`src/rtl/load_unit.sv`:
```
// RV32I load memory-access stage: effective-address generation, alignment checks,
// a single outstanding word read over valid/ready, and lane extraction to writeback.

package load_pkg;

  typedef enum logic [2:0] {
    lk_lb      = 3'd0,
    lk_lh      = 3'd1,
    lk_lw      = 3'd2,
    lk_lbu     = 3'd3,
    lk_lhu     = 3'd4,
    lk_invalid = 3'd7
  } load_kind_t;

  typedef enum logic [1:0] {
    cause_none       = 2'd0,
    cause_misaligned = 2'd1,
    cause_illegal    = 2'd2,
    cause_timeout    = 2'd3
  } cause_t;

endpackage

module load_unit
  import load_pkg::*;
#(
  parameter int unsigned TIMEOUT = 256
) (
  input  logic        clk,
  input  logic        rst,
  input  logic        in_valid,
  output logic        in_ready,
  input  load_kind_t  kind,
  input  logic [31:0] base,
  input  logic [31:0] offset,
  input  logic [4:0]  rd,
  output logic        mem_req_valid,
  input  logic        mem_req_ready,
  output logic [31:0] mem_addr,
  input  logic        mem_rsp_valid,
  input  logic [31:0] mem_rsp_data,
  output logic        wb_valid,
  input  logic        wb_ready,
  output logic [4:0]  wb_rd,
  output logic [31:0] wb_data,
  output logic        wb_fault,
  output logic [1:0]  wb_cause,
  output logic [31:0] wb_addr
);

  typedef enum logic [1:0] {
    IDLE = 2'd0,
    REQ  = 2'd1,
    WAIT = 2'd2,
    RESP = 2'd3
  } state_t;

  state_t      state;
  state_t      state_next;
  logic        armed;
  logic [15:0] timer;
  load_kind_t  kind_q;
  logic [4:0]  rd_q;
  logic [31:0] ea_q;
  logic [31:0] data_q;
  logic        fault_q;
  cause_t      cause_q;

  logic [31:0] ea_in;
  logic        accept;
  logic        timeout_hit;
  cause_t      accept_cause;

  // Lane select and extension of the addressed byte/halfword within the read word.
  function automatic logic [31:0] extract(input load_kind_t k, input logic [1:0] lane,
                                          input logic [31:0] word);
    logic [7:0]  b;
    logic [15:0] h;
    case (lane)
      2'd0:    b = word[7:0];
      2'd1:    b = word[15:8];
      2'd2:    b = word[23:16];
      default: b = word[31:24];
    endcase
    h = lane[1] ? word[31:16] : word[15:0];
    case (k)
      lk_lb:   return {{24{b[7]}}, b};
      lk_lbu:  return {24'd0, b};
      lk_lh:   return {{16{h[15]}}, h};
      lk_lhu:  return {16'd0, h};
      lk_lw:   return word;
      default: return 32'd0;
    endcase
  endfunction

  assign ea_in       = base + offset;
  assign accept      = (state == IDLE) && armed && in_valid;
  assign timeout_hit = (timer == 16'(TIMEOUT - 1));

  // NOTE: every variable driven here gets a default first so no path leaves it
  // unassigned; otherwise synthesis infers a latch.
  always_comb begin
    accept_cause = cause_none;
    case (kind)
      lk_lb, lk_lbu: accept_cause = cause_none;
      lk_lh, lk_lhu: if (ea_in[0])           accept_cause = cause_misaligned;
      lk_lw:         if (ea_in[1:0] != 2'b0) accept_cause = cause_misaligned;
      default:       accept_cause = cause_illegal;
    endcase
  end

  always_comb begin
    state_next = state;
    case (state)
      IDLE: if (accept) state_next = (accept_cause != cause_none) ? RESP : REQ;
      REQ:  if (mem_req_ready) state_next = WAIT;
      WAIT: if (mem_rsp_valid || timeout_hit) state_next = RESP;
      RESP: if (wb_ready) state_next = IDLE;
      default: state_next = IDLE;
    endcase
  end

  // NOTE: sequential state uses non-blocking assignments so every flop samples
  // pre-edge values regardless of statement order.
  always_ff @(posedge clk) begin
    if (!rst) state <= IDLE;
    else      state <= state_next;
  end

  always_ff @(posedge clk) begin
    if (!rst) begin
      armed   <= 1'b0;
      timer   <= '0;
      kind_q  <= lk_lb;
      rd_q    <= '0;
      ea_q    <= '0;
      data_q  <= '0;
      fault_q <= 1'b0;
      cause_q <= cause_none;
    end else begin
      // Holds in_ready low for the first cycle after reset releases.
      armed <= 1'b1;
      case (state)
        IDLE: begin
          if (accept) begin
            kind_q  <= kind;
            rd_q    <= rd;
            ea_q    <= ea_in;
            data_q  <= '0;
            fault_q <= (accept_cause != cause_none);
            cause_q <= accept_cause;
          end
        end
        REQ: begin
          if (mem_req_ready) timer <= '0;
        end
        WAIT: begin
          timer <= timer + 16'd1;
          // A response in the last allowed cycle still beats the timeout.
          if (mem_rsp_valid) begin
            data_q <= extract(kind_q, ea_q[1:0], mem_rsp_data);
          end else if (timeout_hit) begin
            fault_q <= 1'b1;
            cause_q <= cause_timeout;
          end
        end
        default: ;
      endcase
    end
  end

  assign in_ready      = (state == IDLE) && armed;
  assign mem_req_valid = (state == REQ);
  assign mem_addr      = {ea_q[31:2], 2'b00};
  assign wb_valid      = (state == RESP);
  assign wb_rd         = rd_q;
  assign wb_data       = data_q;
  assign wb_fault      = fault_q;
  assign wb_cause      = cause_q;
  assign wb_addr       = ea_q;

endmodule
```
`config.mk`:
```
export PLATFORM = sky130hd
export DESIGN_NAME = load_unit
export DESIGN_NICKNAME = d
export VERILOG_FILES = /design/src/rtl/load_unit.sv
export SDC_FILE = /design/constraint.sdc
export NUM_CORES = 1
export LEC_CHECK = 0
export CAP_MARGIN = 15
export CORE_MARGIN = 1
export CORE_UTILIZATION = 50
export CTS_CLUSTER_SIZE = 28
export DETAILED_ROUTE_END_ITERATION = 8
export DONT_BUFFER_PORTS = 1
export PLACE_DENSITY_LB_ADDON = 0.05
export SYNTH_ARGS = -nofsm -noshare
export SYNTH_HDL_FRONTEND = slang
export SYNTH_SLANG_ARGS = --single-unit
```
`constraint.sdc`:
```
create_clock -name clk -period 4.3 [get_ports clk]
set_clock_uncertainty 0.05 [all_clocks]
set_input_delay 1.29 -clock clk [delete_from_list [all_inputs] [get_ports clk]]
set_output_delay 1.29 -clock clk [all_outputs]
set_load 0.01 [all_outputs]
```
==> results of run 1 <==
-- through the flow --
| step | setup slack, ps | util [%] | hold slack (ps) | total power, µW |
|---|---|---|---|---|
| 3_3_place_gp | 534 | 51.0 | 436 | 1860 |
| 2_1_floorplan | 750 | - | 422 | 1750 |
| 3_5_place_dp | 475 | 51.0 | 446 | 1870 |
| 6_report | 784 | 53.5 | 459 | 2680 |
| 5_1_grt | 599 | 53.5 | 493 | 2840 |
| 4_1_cts | 862 | 53.5 | 466 | 2690 |
-- cell families (layout without fill, tap and decap cells) --
logic type	Yosys count	in the layout	synth area share [%]
other	1	2	0.0615
AOI/OAI and AO/OA	218	218	23.0
and+or+nand+nor	301	301	22.7
xor gates and xnor gates	28	28	4.02
adders and majority gates	38	38	7.93
DFF	94	94	30.9
buffers and inverters	79	32	7.00
muxes	16	16	4.33
-- power breakdown --
group	switching, µW	total, µW	internal [µW]
clock network	366	824	458
registers	149	1110	959
logic	455	747	293
-- sequential cells by signal, indices dropped and copies added (netlist names) --
name / count
wb_cause: 2
armed: 1
wb_fault: 1
wb_rd: 5
timer: 16
wb_addr: 32
state: 2
kind_q: 3
wb_data: 32
-- how the worst min path moves through the flow --
| stage | from | end | slack, ps | depth (start not counted) |
|---|---|---|---|---|
| after CTS | timer[5] | timer[5] | 470 | 2 |
| after global routing | wb_rd[1] | wb_rd[1] | 490 | 2 |
| after floorplan | timer[7] | timer[7] | 420 | 2 |
| after detailed placement | timer[5] | timer[5] | 450 | 2 |
| final | wb_rd[2] | wb_rd[2] | 460 | 2 |
| after global placement | timer[7] | timer[7] | 440 | 2 |
-- synthesized netlist by cell type, drive strengths merged (2+ instances only) --
master / count
nor2b: 8
a211o: 2
a311oi: 2
and3b: 2
xor2: 16
a222oi: 8
o211ai: 5
or3: 2
a31oi: 6
o21bai: 2
a211oi: 11
a41oi: 2
nand2b: 6
dfxtp: 94
o22ai: 4
inv: 8
a22oi: 2
and3: 16
o21a: 4
a21oi: 104
a221oi: 7
nand2: 80
a21o: 12
nand3b: 6
o221ai: 2
mux2: 3
o311ai: 2
nand3: 29
o21ai: 29
nand4: 9
xnor2: 12
ha: 37
and2: 4
mux2i: 5
nor2: 117
or4: 6
mux4: 8
o31ai: 4
clkbuf: 26
buf: 45
nor3: 12
nor4: 2
-- worst reg2reg max path: stages, from the launching register on --
cell	delay [ps]
sky130_fd_sc_hd__dfxtp_1	790
sky130_fd_sc_hd__mux4_2	380
sky130_fd_sc_hd__mux2i_1	90
sky130_fd_sc_hd__nor3_2	790
sky130_fd_sc_hd__a21oi_1	190
sky130_fd_sc_hd__nor2_1	180
sky130_fd_sc_hd__a21oi_1	50
sky130_fd_sc_hd__nor2_1	90
-- layout make-up --
cell class | instances | area [µm²] | area share [%]
repair buffers | 8 | 60.1 | 0.962
inverters | 8 | 30.0 | 0.481
clock inverters | 6 | 68.8 | 1.10
well taps | 143 | 179 | 2.87
clock buffers | 10 | 229 | 3.67
multi-input cells | 603 | 3790 | 60.8
flip-flops and latches | 94 | 1880 | 30.1
-- routing by layer --
layer,vias to the layer above,track usage [%],share of wire (%)
met4,0,9.24,1.8
li1,2657,-,-
met3,22,6.48,8.1
met5,-,0,0
met2,211,41.6,45
met1,2564,34.3,45
==> Flow_metrics.wiki, run 1 <==
{| class="wikitable"
! Metric !! Value
|-
| H-tree levels || 3
|-
| Clock tree from TritonCTS || yes
|-
| Number of I/O pins || 217
|-
| Power per cell area || 429 nW/µm²
|-
| Most area-hungry cell type in the Yosys netlist || sky130_fd_sc_hd__dfxtp_1
|-
| Port-buffer cells || 0
|-
| Total die area || 12600 µm²
|-
| Cell Count Post-Placement || 856
|-
| Unrepaired setup endpoints after global routing || no
|-
| Number of global-route vias before repair || 5273
|-
| Crit path required time || 4520 ps
|-
| Delay-heaviest family, CP || compound AO/OA/AOI/OAI gates
|-
| Remaining antenna violation count || 0
|-
| Average instance area after synthesis || 7.86 µm²
|-
| Primary flip-flop cell chosen by synthesis mapping || sky130_fd_sc_hd__dfxtp_1
|-
| Maximum vdd drop || 0.000240 V
|-
| Total wirelength of the detailed-routed design || 16.1 mm
|-
| Largest net degree at the start of global routing || 52
|-
| Reported leakage power || 0.00238 µW
|-
| Synth area leaders || sky130_fd_sc_hd__dfxtp_1 (31%), sky130_fd_sc_hd__a21oi_1 (8.5%), sky130_fd_sc_hd__ha_1 (7.6%)
|-
| Endpoint of the worst-slack reg-to-reg timing path || wb_data[17]
|-
| Setup Buffers After CTS || 0
|-
| Most frequent standard cell in the layout excluding fill and tap cells || sky130_fd_sc_hd__nor2_1
|-
| Slew headroom || 20.8%
|-
| Count of filler cells inserted in the layout || 1165
|-
| Biggest fanout along the worst timing path || 5
|-
| Number of endpoints failing setup at the final stage || 0
|-
| Logic depth of the worst register-to-register path || 7
|-
| Endpoint kind of the worst setup timing path || register
|-
| Critical path capture point || wb_addr[24]
|-
| Slowest CP cell || sky130_fd_sc_hd__fa_1
|-
| Area growth, synth to finish || 2.44%
|-
| Worst Tran Pin Value || 1190 ps
|-
| Clock network latency to the later pin of the worst-skew pair || 350 ps
|-
| Via/cell ratio || 6.25
|-
| Starting DRC count in detailed routing || 396
|-
| Count of buffer and inverter cells on the critical path || 0
|-
| Residual overflow from global routing || 0
|-
| Net count, final || 872
|-
| Leading cell types in the layout, fill and taps excluded || sky130_fd_sc_hd__nor2_1 (117), sky130_fd_sc_hd__a21oi_1 (103), sky130_fd_sc_hd__dfxtp_1 (94)
|-
| Period utilisation layout || 81.8%
|-
| Outcome || finished clean
|-
| Startpoint of the worst setup timing path || offset[0]
|-
| CP Depth || 9
|-
| Worst setup slack for register-to-register paths || 1640 ps
|-
| Overall fraction of global-route tracks in use || 26.1%
|-
| Number of sinks driven by the clock tree || 94
|-
| Netlist cell types || 70
|-
| Core footprint || 11700 µm²
|-
| Final-report max-slew violation count || 0
|-
| Minimum clock period after layout || 3520 ps
|-
| Initial cell density of the core || 52.2%
|-
| Number of max-cap violations || 0
|-
| Die Span X || 112 µm
|-
| 1st-pass router iterations || 8
|-
| Fraction of final layout cells with drive strength greater than 1 || 7.13%
|-
| Hold-fix buffers at CTS || 0
|-
| Max Freq || 284 MHz
|-
| Post-Synthesis Cells || 775
|-
| Number of CTS-inserted buffers || 9
|-
| Critical Path Max Stage Delay || 420 ps
|-
| Final Cell Area || 6240 µm²
|-
| Post-synth EDFFs || 0
|-
| Cell breakdown of the critical path || ha_1 -> fa_1 -> a211oi_1 -> o21bai_2 -> o211ai_2 -> a211oi_2 -> o31ai_1 -> mux2_2 -> o22ai_1
|-
| Endpoint arrival time on the critical path || 3740 ps
|-
| First-pass GRT wire length || 26.5 mm
|-
| Sequential-to-total area share from yosys stat || 30.9%
|-
| Area of placed instances || 5940 µm²
|-
| Yosys synthesis warning count || 0
|-
| Synth Cell Area || 6090 µm²
|-
| Final routed DRC violation total || 0
|-
| Crit path kind || input port to register
|-
| Root Buffer Master || sky130_fd_sc_hd__clkbuf_16
|-
| Cells resized by post-CTS repair || 0
|-
| Clock transition time at the flip-flop clock pins of the worst setup and hold paths || 70 ps
|-
| Crit start category || input port
|-
| Setup tns final || 0 ps
|-
| # diodes || 0
|-
| Cell Rows || 39
|-
| Yosys reg bits || 94
|-
| FFs w/ async S/R, synth || 0%
|-
| WL/cell || 18.4 µm
|-
| Via total after detailed routing || 5454
|-
| Reg-to-reg startpoint || wb_addr[0]
|-
| Deepest clock path buffer count || 2
|-
| Detail Placement HPWL || 12.0 mm
|-
| Fraction of post-synthesis cell area in the top cell type by area || 30.9%
|-
| Number of hold-slack violations in the final timing report || 0
|-
| Die height || 112 µm
|-
| Class of the worst hold path || register to register
|-
| Number of standard cells in the final layout excluding fillers || 872
|-
| Number of antenna violations at the first check in global routing || 0
|-
| Gp weighted congestion || 0.886
|}
Power figures use the tool's default switching activity.
==> run 2, diff against run 1 <==
==> constraint.sdc (replaced) <==
create_clock -name clk -period 3.2 [get_ports clk]
set_clock_uncertainty 0.05 [all_clocks]
set_input_delay 0.96 -clock clk [delete_from_list [all_inputs] [get_ports clk]]
set_output_delay 0.96 -clock clk [all_outputs]
set_load 0.01 [all_outputs]
==> run 2 against run 1 <==
  * Final cell count rose by 1.1%
  * Sequential cell count did not move
  * Sequential power rose by 33%
  * Largest cell class unchanged
  * Highest routed layer unchanged
  * Critical path depth did not move
==> Flow_metrics.wiki, run 2 (synthesized netlist as in run 1, its figures left out) <==
{| class="wikitable"
! Metric !! Value
|-
| Slowest CP cell || sky130_fd_sc_hd__fa_1
|-
| Cells on Worst Hold Path || 2 (unchanged)
|-
| 1st-pass router iterations || 6 (-2)
|-
| Power per cell area || 561 nW/µm² (+31%)
|-
| Endpoint kind of the worst setup timing path || register
|-
| Starting DRC count in detailed routing || 384 (-3.0%)
|-
| Initial cell density of the core || 52.2% (unchanged)
|-
| Cell Count Post-Placement || 867 (+1.3%)
|-
| Residual overflow from global routing || 0 (unchanged)
|-
| Most repeated library cell on the critical path || sky130_fd_sc_hd__a211oi_2
|-
| Slew headroom || 26.8% (+6.0 points)
|-
| Net count, final || 883 (+1.3%)
|-
| Number of global-route vias before repair || 5103 (-3.2%)
|-
| Remaining antenna violation count || 0 (unchanged)
|-
| Total die area || 12600 µm² (unchanged)
|-
| Max Freq || 350 MHz
|-
| Largest net degree at the start of global routing || 46 (-12%)
|-
| Unrepaired setup endpoints after global routing || no
|-
| Fraction of final layout cells with drive strength greater than 1 || 8.66% (+1.5 points)
|-
| PnR worst setup slack || 343 ps (-441 ps)
|-
| Overall fraction of global-route tracks in use || 25.8% (-0.23 points)
|-
| PnR Total Power || 3540 µW (+32%)
|-
| Number of standard cells in the final layout excluding fillers || 882 (+1.1%)
|-
| Setup Buffers After CTS || 0 (unchanged)
|-
| Hold-fix buffers at CTS || 0 (unchanged)
|-
| Worst Tran Pin Value || 1100 ps (-89.5 ps)
|-
| Worst setup slack for register-to-register paths || 770 ps (-870 ps)
|-
| Root Buffer Master || sky130_fd_sc_hd__clkbuf_16
|-
| Reported leakage power || 0.00242 µW (+1.7%)
|-
| Number of hold-slack violations in the final timing report || 0 (unchanged)
|-
| H-tree levels || 3 (unchanged)
|-
| Endpoint arrival time on the critical path || 3070 ps (-670 ps)
|-
| Number of max-cap violations || 0 (unchanged)
|-
| Core footprint || 11700 µm² (unchanged)
|-
| Terminating pin of the worst hold path || wb_rd[3]
|-
| Outcome || finished clean
|-
| WL/cell || 18.6 µm (+0.82%)
|-
| Sequential share of power || 41.7% (+0.3 points)
|-
| Reg-to-reg startpoint || state[1]
|-
| # diodes || 0 (unchanged)
|-
| Crit path kind || input port to register
|-
| Detail Placement HPWL || 12.2 mm (+2.1%)
|-
| Comb power frac || 29.5% (+1.6 points)
|-
| Via/cell ratio || 6.26 (about the same)
|-
| Area of placed instances || 6040 µm² (+1.7%)
|-
| First-pass GRT wire length || 26.0 mm (-2.1%)
|-
| Leading cell types in the layout, fill and taps excluded || sky130_fd_sc_hd__nor2_1 (117), sky130_fd_sc_hd__a21oi_1 (103), sky130_fd_sc_hd__dfxtp_1 (94)
|-
| Crit start category || input port
|-
| Final Cell Area || 6320 µm² (+1.2%)
|-
| Area growth, synth to finish || 3.66%
|-
| Clock tree from TritonCTS || yes
|-
| Switching power share of the total || 37.0% (+0.80 points)
|-
| Cells resized by post-CTS repair || 0 (unchanged)
|-
| Deepest clock path buffer count || 2 (unchanged)
|-
| Number of sinks driven by the clock tree || 94 (unchanged)
|-
| Biggest fanout along the worst timing path || 2 (-3)
|-
| Final Util || 54.2% (+0.63 points)
|-
| Switch Pwr || 1310 µW (+35%)
|-
| Critical Path Max Stage Delay || 400 ps (-20 ps)
|-
| Gp weighted congestion || 0.897 (+1.2%)
|-
| Die height || 112 µm (unchanged)
|-
| Period utilisation layout || 89.3%
|-
| Port-buffer cells || 0 (unchanged)
|-
| Number of CTS-inserted buffers || 9 (unchanged)
|-
| Most frequent standard cell in the layout excluding fill and tap cells || sky130_fd_sc_hd__nor2_1
|-
| P_int || 2230 µW (+30%)
|-
| Class of the worst hold path || register to register
|-
| Power share of the clock group || 28.8% (-1.9 points)
|-
| Cell breakdown of the critical path || ha_1 -> fa_1 -> a211oi_2 -> o21bai_2 -> o211ai_2 -> a211oi_2 -> o31ai_1 -> mux2_2 -> o22ai_1
|-
| Logic depth of the worst register-to-register path || 9 (+2)
|-
| Final routed DRC violation total || 0 (unchanged)
|-
| Worst setup slack after placement || -36.3 ps (-511 ps)
|-
| Number of I/O pins || 217 (unchanged)
|-
| Number of antenna violations at the first check in global routing || 0 (unchanged)
|-
| Maximum vdd drop || 0.000377 V (+57%)
|-
| Die Span X || 112 µm (unchanged)
|-
| Clock transition time at the flip-flop clock pins of the worst setup and hold paths || 70 ps (about the same)
|-
| Number of endpoints failing setup at the final stage || 0 (unchanged)
|-
| Clock network latency to the later pin of the worst-skew pair || 350 ps (about the same)
|-
| Cell Rows || 39 (unchanged)
|-
| Via total after detailed routing || 5520 (+1.2%)
|-
| Endpoint of the worst-slack reg-to-reg timing path || timer[13]
|-
| Crit path required time || 3410 ps (-1110 ps)
|-
| Total wirelength of the detailed-routed design || 16.4 mm (+2.0%)
|-
| Final-report max-slew violation count || 0 (unchanged)
|-
| Worst Hold Launch || wb_rd[3]
|-
| Minimum clock period after layout || 2860 ps
|}
run 2: cell types whose count changed in the layout (fill, tap and decap cells not counted):
| cell | previous run | this run |
|---|---|---|
| sky130_fd_sc_hd__buf_12 | 0 | 1 |
| sky130_fd_sc_hd__clkinv_2 | 2 | 1 |
| sky130_fd_sc_hd__clkbuf_1 | 1 | 0 |
| sky130_fd_sc_hd__buf_4 | 8 | 18 |
| sky130_fd_sc_hd__a211oi_2 | 2 | 3 |
| sky130_fd_sc_hd__inv_6 | 2 | 3 |
| sky130_fd_sc_hd__bufinv_16 | 1 | 0 |
| sky130_fd_sc_hd__clkinvlp_4 | 0 | 2 |
| sky130_fd_sc_hd__inv_8 | 1 | 0 |
| sky130_fd_sc_hd__a211oi_1 | 9 | 8 |
run 2: layout make-up:
cell class / instances / area [µm²]
Fill cell: 1141 / 5350
Tap cell: 143 / 179
Sequential cell: 94 / 1880
Clock buffer: 9 / 225
Clock inverter: 6 / 46.3
Timing Repair Buffer: 19 / 155
Inverter: 8 / 30.0
Multi-Input combinational cell: 603 / 3800
run 2: worst max-delay path, delay by kind of cell:
kind | cells | cell delay (ps)
AOI/OAI and AO/OA | 6 | 1150
adders and majority gates | 2 | 600
muxes | 1 | 360
run 2: stage by stage:
step | setup TNS (ps) | hold slack (ps)
2_1_floorplan | 0 | 422
3_3_place_gp | -1.89 | 440
3_5_place_dp | -71.8 | 448
4_1_cts | 0 | 457
5_1_grt | 0 | 481
6_report | 0 | 457
run 2: worst max path at each step:
stage	cells after the start	startpoint	to
global placement	9	offset[0]	wb_addr[24]
floorplan	9	offset[0]	wb_addr[24]
CTS	9	offset[0]	wb_addr[24]
global route	10	offset[0]	wb_addr[28]
finish	9	offset[0]	wb_addr[24]
detailed placement	10	offset[0]	wb_addr[28]
run 2: power by group through the flow:
stage                     combinational, µW  clock (µW)  sequential, µW
after detailed placement               1030           0            1510
after CTS                              1040        1060            1480
after global placement                 1020           0            1500
after floorplan                         919           0            1430
final                                  1040        1020            1480
after global routing                   1160        1100            1490
run 2: layer usage:
| metal | vias to the layer above | wire (µm) | share of wire [%] | GRT usage, % |
|---|---|---|---|---|
| li1 | 2687 | - | - | - |
| met1 | 2593 | 7460 | 46 | 33.9 |
| met2 | 221 | 7460 | 45 | 41.6 |
| met3 | 19 | 1220 | 7.4 | 6.48 |
| met4 | 0 | 262 | 1.6 | 8.53 |
| met5 | - | 0 | 0 | 0 |
==> run 3, diff against run 2 <==
--- a/config.mk
+++ b/config.mk
@@ -5,7 +5,7 @@
 export SDC_FILE = /design/constraint.sdc
 export NUM_CORES = 1
 export LEC_CHECK = 0
-export CAP_MARGIN = 15
+export CAP_MARGIN = 20
 export CORE_MARGIN = 1
 export CORE_UTILIZATION = 50
 export CTS_CLUSTER_SIZE = 28
==> run 3 against run 2 <==
  * Sequential share of layout area barely moved
  * Utilization rose by 0.064 points
  * Non-clock buffer count rose by 1
  * Count of clock-buffer cells in the layout did not move
  * Wire length fell by 0.20%
  * Total power rose by 0.14%
  * First-iteration DRC count fell by 1.0%
  * Register-to-register slack barely moved
  * Final cell count rose by 0.11%
  * Worst hold slack barely moved
==> Flow_metrics.wiki, run 3 (synthesized netlist as in run 1, its figures left out) <==
{| class="wikitable"
! Metric !! Value
|-
| Cells on Worst Hold Path || 2 (unchanged)
|-
| Final Util || 54.2% (+0.064 points)
|-
| Worst Tran Pin Value || 977 ps (-121 ps)
|-
| Fraction of final layout cells with drive strength greater than 1 || 8.78% (+0.12 points)
|-
| Largest net degree at the start of global routing || 46 (unchanged)
|-
| Crit path required time || 3400 ps (about the same)
|-
| Class of the worst hold path || register to register
|-
| Crit path kind || input port to register
|-
| Maximum vdd drop || 0.000378 V (+0.23%)
|-
| Cell Count Post-Placement || 867 (unchanged)
|-
| Initial cell density of the core || 52.2% (unchanged)
|-
| WL/cell || 18.5 µm (-0.31%)
|-
| Number of CTS-inserted buffers || 9 (unchanged)
|-
| Endpoint kind of the worst setup timing path || register
|-
| Power per cell area || 561 nW/µm² (about the same)
|-
| Outcome || finished clean
|-
| Number of endpoints failing setup at the final stage || 0 (unchanged)
|-
| Cells resized by post-CTS repair || 0 (unchanged)
|-
| Total wirelength of the detailed-routed design || 16.4 mm (-0.20%)
|-
| Unrepaired setup endpoints after global routing || no
|-
| Number of global-route vias before repair || 5103 (unchanged)
|-
| 1st-pass router iterations || 5 (-1)
|-
| Endpoint arrival time on the critical path || 3090 ps (+20 ps)
|-
| Detail Placement HPWL || 12.2 mm (unchanged)
|-
| Final-report max-slew violation count || 0 (unchanged)
|-
| Minimum clock period after layout || 2880 ps (+25.7 ps)
|-
| Count of filler cells inserted in the layout || 1141 (unchanged)
|-
| Biggest fanout along the worst timing path || 3 (+1)
|-
| Net count, final || 884 (+0.11%)
|-
| Logic depth of the worst register-to-register path || 9 (unchanged)
|-
| Period utilisation layout || 90.1% (+0.80 points)
|-
| Overall fraction of global-route tracks in use || 25.8% (unchanged)
|-
| PnR worst setup slack || 318 ps (-25.7 ps)
|-
| Number of I/O pins || 217 (unchanged)
|-
| Final routed DRC violation total || 0 (unchanged)
|-
| Leading cell types in the layout, fill and taps excluded || sky130_fd_sc_hd__nor2_1 (117), sky130_fd_sc_hd__a21oi_1 (103), sky130_fd_sc_hd__dfxtp_1 (94)
|-
| Residual overflow from global routing || 0 (unchanged)
|-
| Via total after detailed routing || 5522 (+0.036%)
|-
| # diodes || 0 (unchanged)
|-
| Port-buffer cells || 0 (unchanged)
|-
| Core footprint || 11700 µm² (unchanged)
|-
| Number of antenna violations at the first check in global routing || 0 (unchanged)
|-
| Area growth, synth to finish || 3.78%
|-
| Hold-fix buffers at CTS || 0 (unchanged)
|-
| Number of hold-slack violations in the final timing report || 0 (unchanged)
|-
| Root Buffer Master || sky130_fd_sc_hd__clkbuf_16
|-
| Via/cell ratio || 6.25 (about the same)
|-
| Slew headroom || 34.4% (+7.6 points)
|-
| Total die area || 12600 µm² (unchanged)
|-
| Die Span X || 112 µm (unchanged)
|-
| Reported leakage power || 0.00242 µW (+0.22%)
|-
| Deepest clock path buffer count || 2 (unchanged)
|-
| Worst setup slack after placement || -36.3 ps (unchanged)
|-
| Gp weighted congestion || 0.897 (unchanged)
|-
| Clock network latency to the later pin of the worst-skew pair || 350 ps (about the same)
|-
| Remaining antenna violation count || 0 (unchanged)
|-
| Die height || 112 µm (unchanged)
|-
| Number of sinks driven by the clock tree || 94 (unchanged)
|-
| Most frequent standard cell in the layout excluding fill and tap cells || sky130_fd_sc_hd__nor2_1
|-
| Setup Buffers After CTS || 0 (unchanged)
|-
| Clock tree from TritonCTS || yes
|-
| Number of max-cap violations || 0 (unchanged)
|-
| H-tree levels || 3 (unchanged)
|-
| PnR Total Power || 3550 µW (+0.14%)
|-
| Clock transition time at the flip-flop clock pins of the worst setup and hold paths || 70 ps (about the same)
|-
| Starting DRC count in detailed routing || 380 (-1.0%)
|-
| Setup tns final || 0 ps (unchanged)
|-
| Number of standard cells in the final layout excluding fillers || 883 (+0.11%)
|-
| Max Freq || 347 MHz (-0.89%)
|-
| Crit start category || input port
|-
| First-pass GRT wire length || 26.0 mm (unchanged)
|-
| Cell Rows || 39 (unchanged)
|}
-- run 3: critical path, stage by stage --
cell                       delay, ps
sky130_fd_sc_hd__ha_1            200
sky130_fd_sc_hd__fa_1            400
sky130_fd_sc_hd__a211oi_2        280
sky130_fd_sc_hd__o21bai_2        110
sky130_fd_sc_hd__o211ai_2        270
sky130_fd_sc_hd__a211oi_2        120
sky130_fd_sc_hd__buf_4           160
sky130_fd_sc_hd__nor4_2          210
sky130_fd_sc_hd__nor2_1          110
sky130_fd_sc_hd__o311ai_1        260
-- run 3: metrics by stage --
step	hold WS [ps]	instance area [µm²]
after global placement	440	6040
after floorplan	422	6100
after detailed placement	448	6040
after CTS	457	6320
after global routing	481	6320
final	457	6320
-- run 3: layout make-up --
cell class	count	area, µm²	area share, %
clock buffer	9	225	3.56
inverter	8	30.0	0.475
timing repair buffer	20	163	2.57
sequential	94	1880	29.8
clock inverter	6	46.3	0.732
tap	143	179	2.83
multi-input combinational	603	3800	60.1
-- run 3: path summary, 6_finish.rpt --
kind,from,end,slack (ps)
max,offset[0],wb_addr[28],320
min,wb_rd[3],wb_rd[3],460
max reg2reg,state[1],timer[13],760
min reg2reg,wb_rd[3],wb_rd[3],460
-- run 3: layer usage --
layer	track usage [%]	part of all wire (%)	wire length [µm]
met4	8.53	1.7	271
met2	41.6	46	7450
met5	0	0	0
met1	33.9	45	7430
met3	6.48	7.4	1210
-- run 3: power by group --
part           switching (µW)  internal [µW]  total [µW]
Clock                     490            530        1020
Sequential                187           1290        1480
Combinational             633            416        1050
Total                    1310           2240        3550
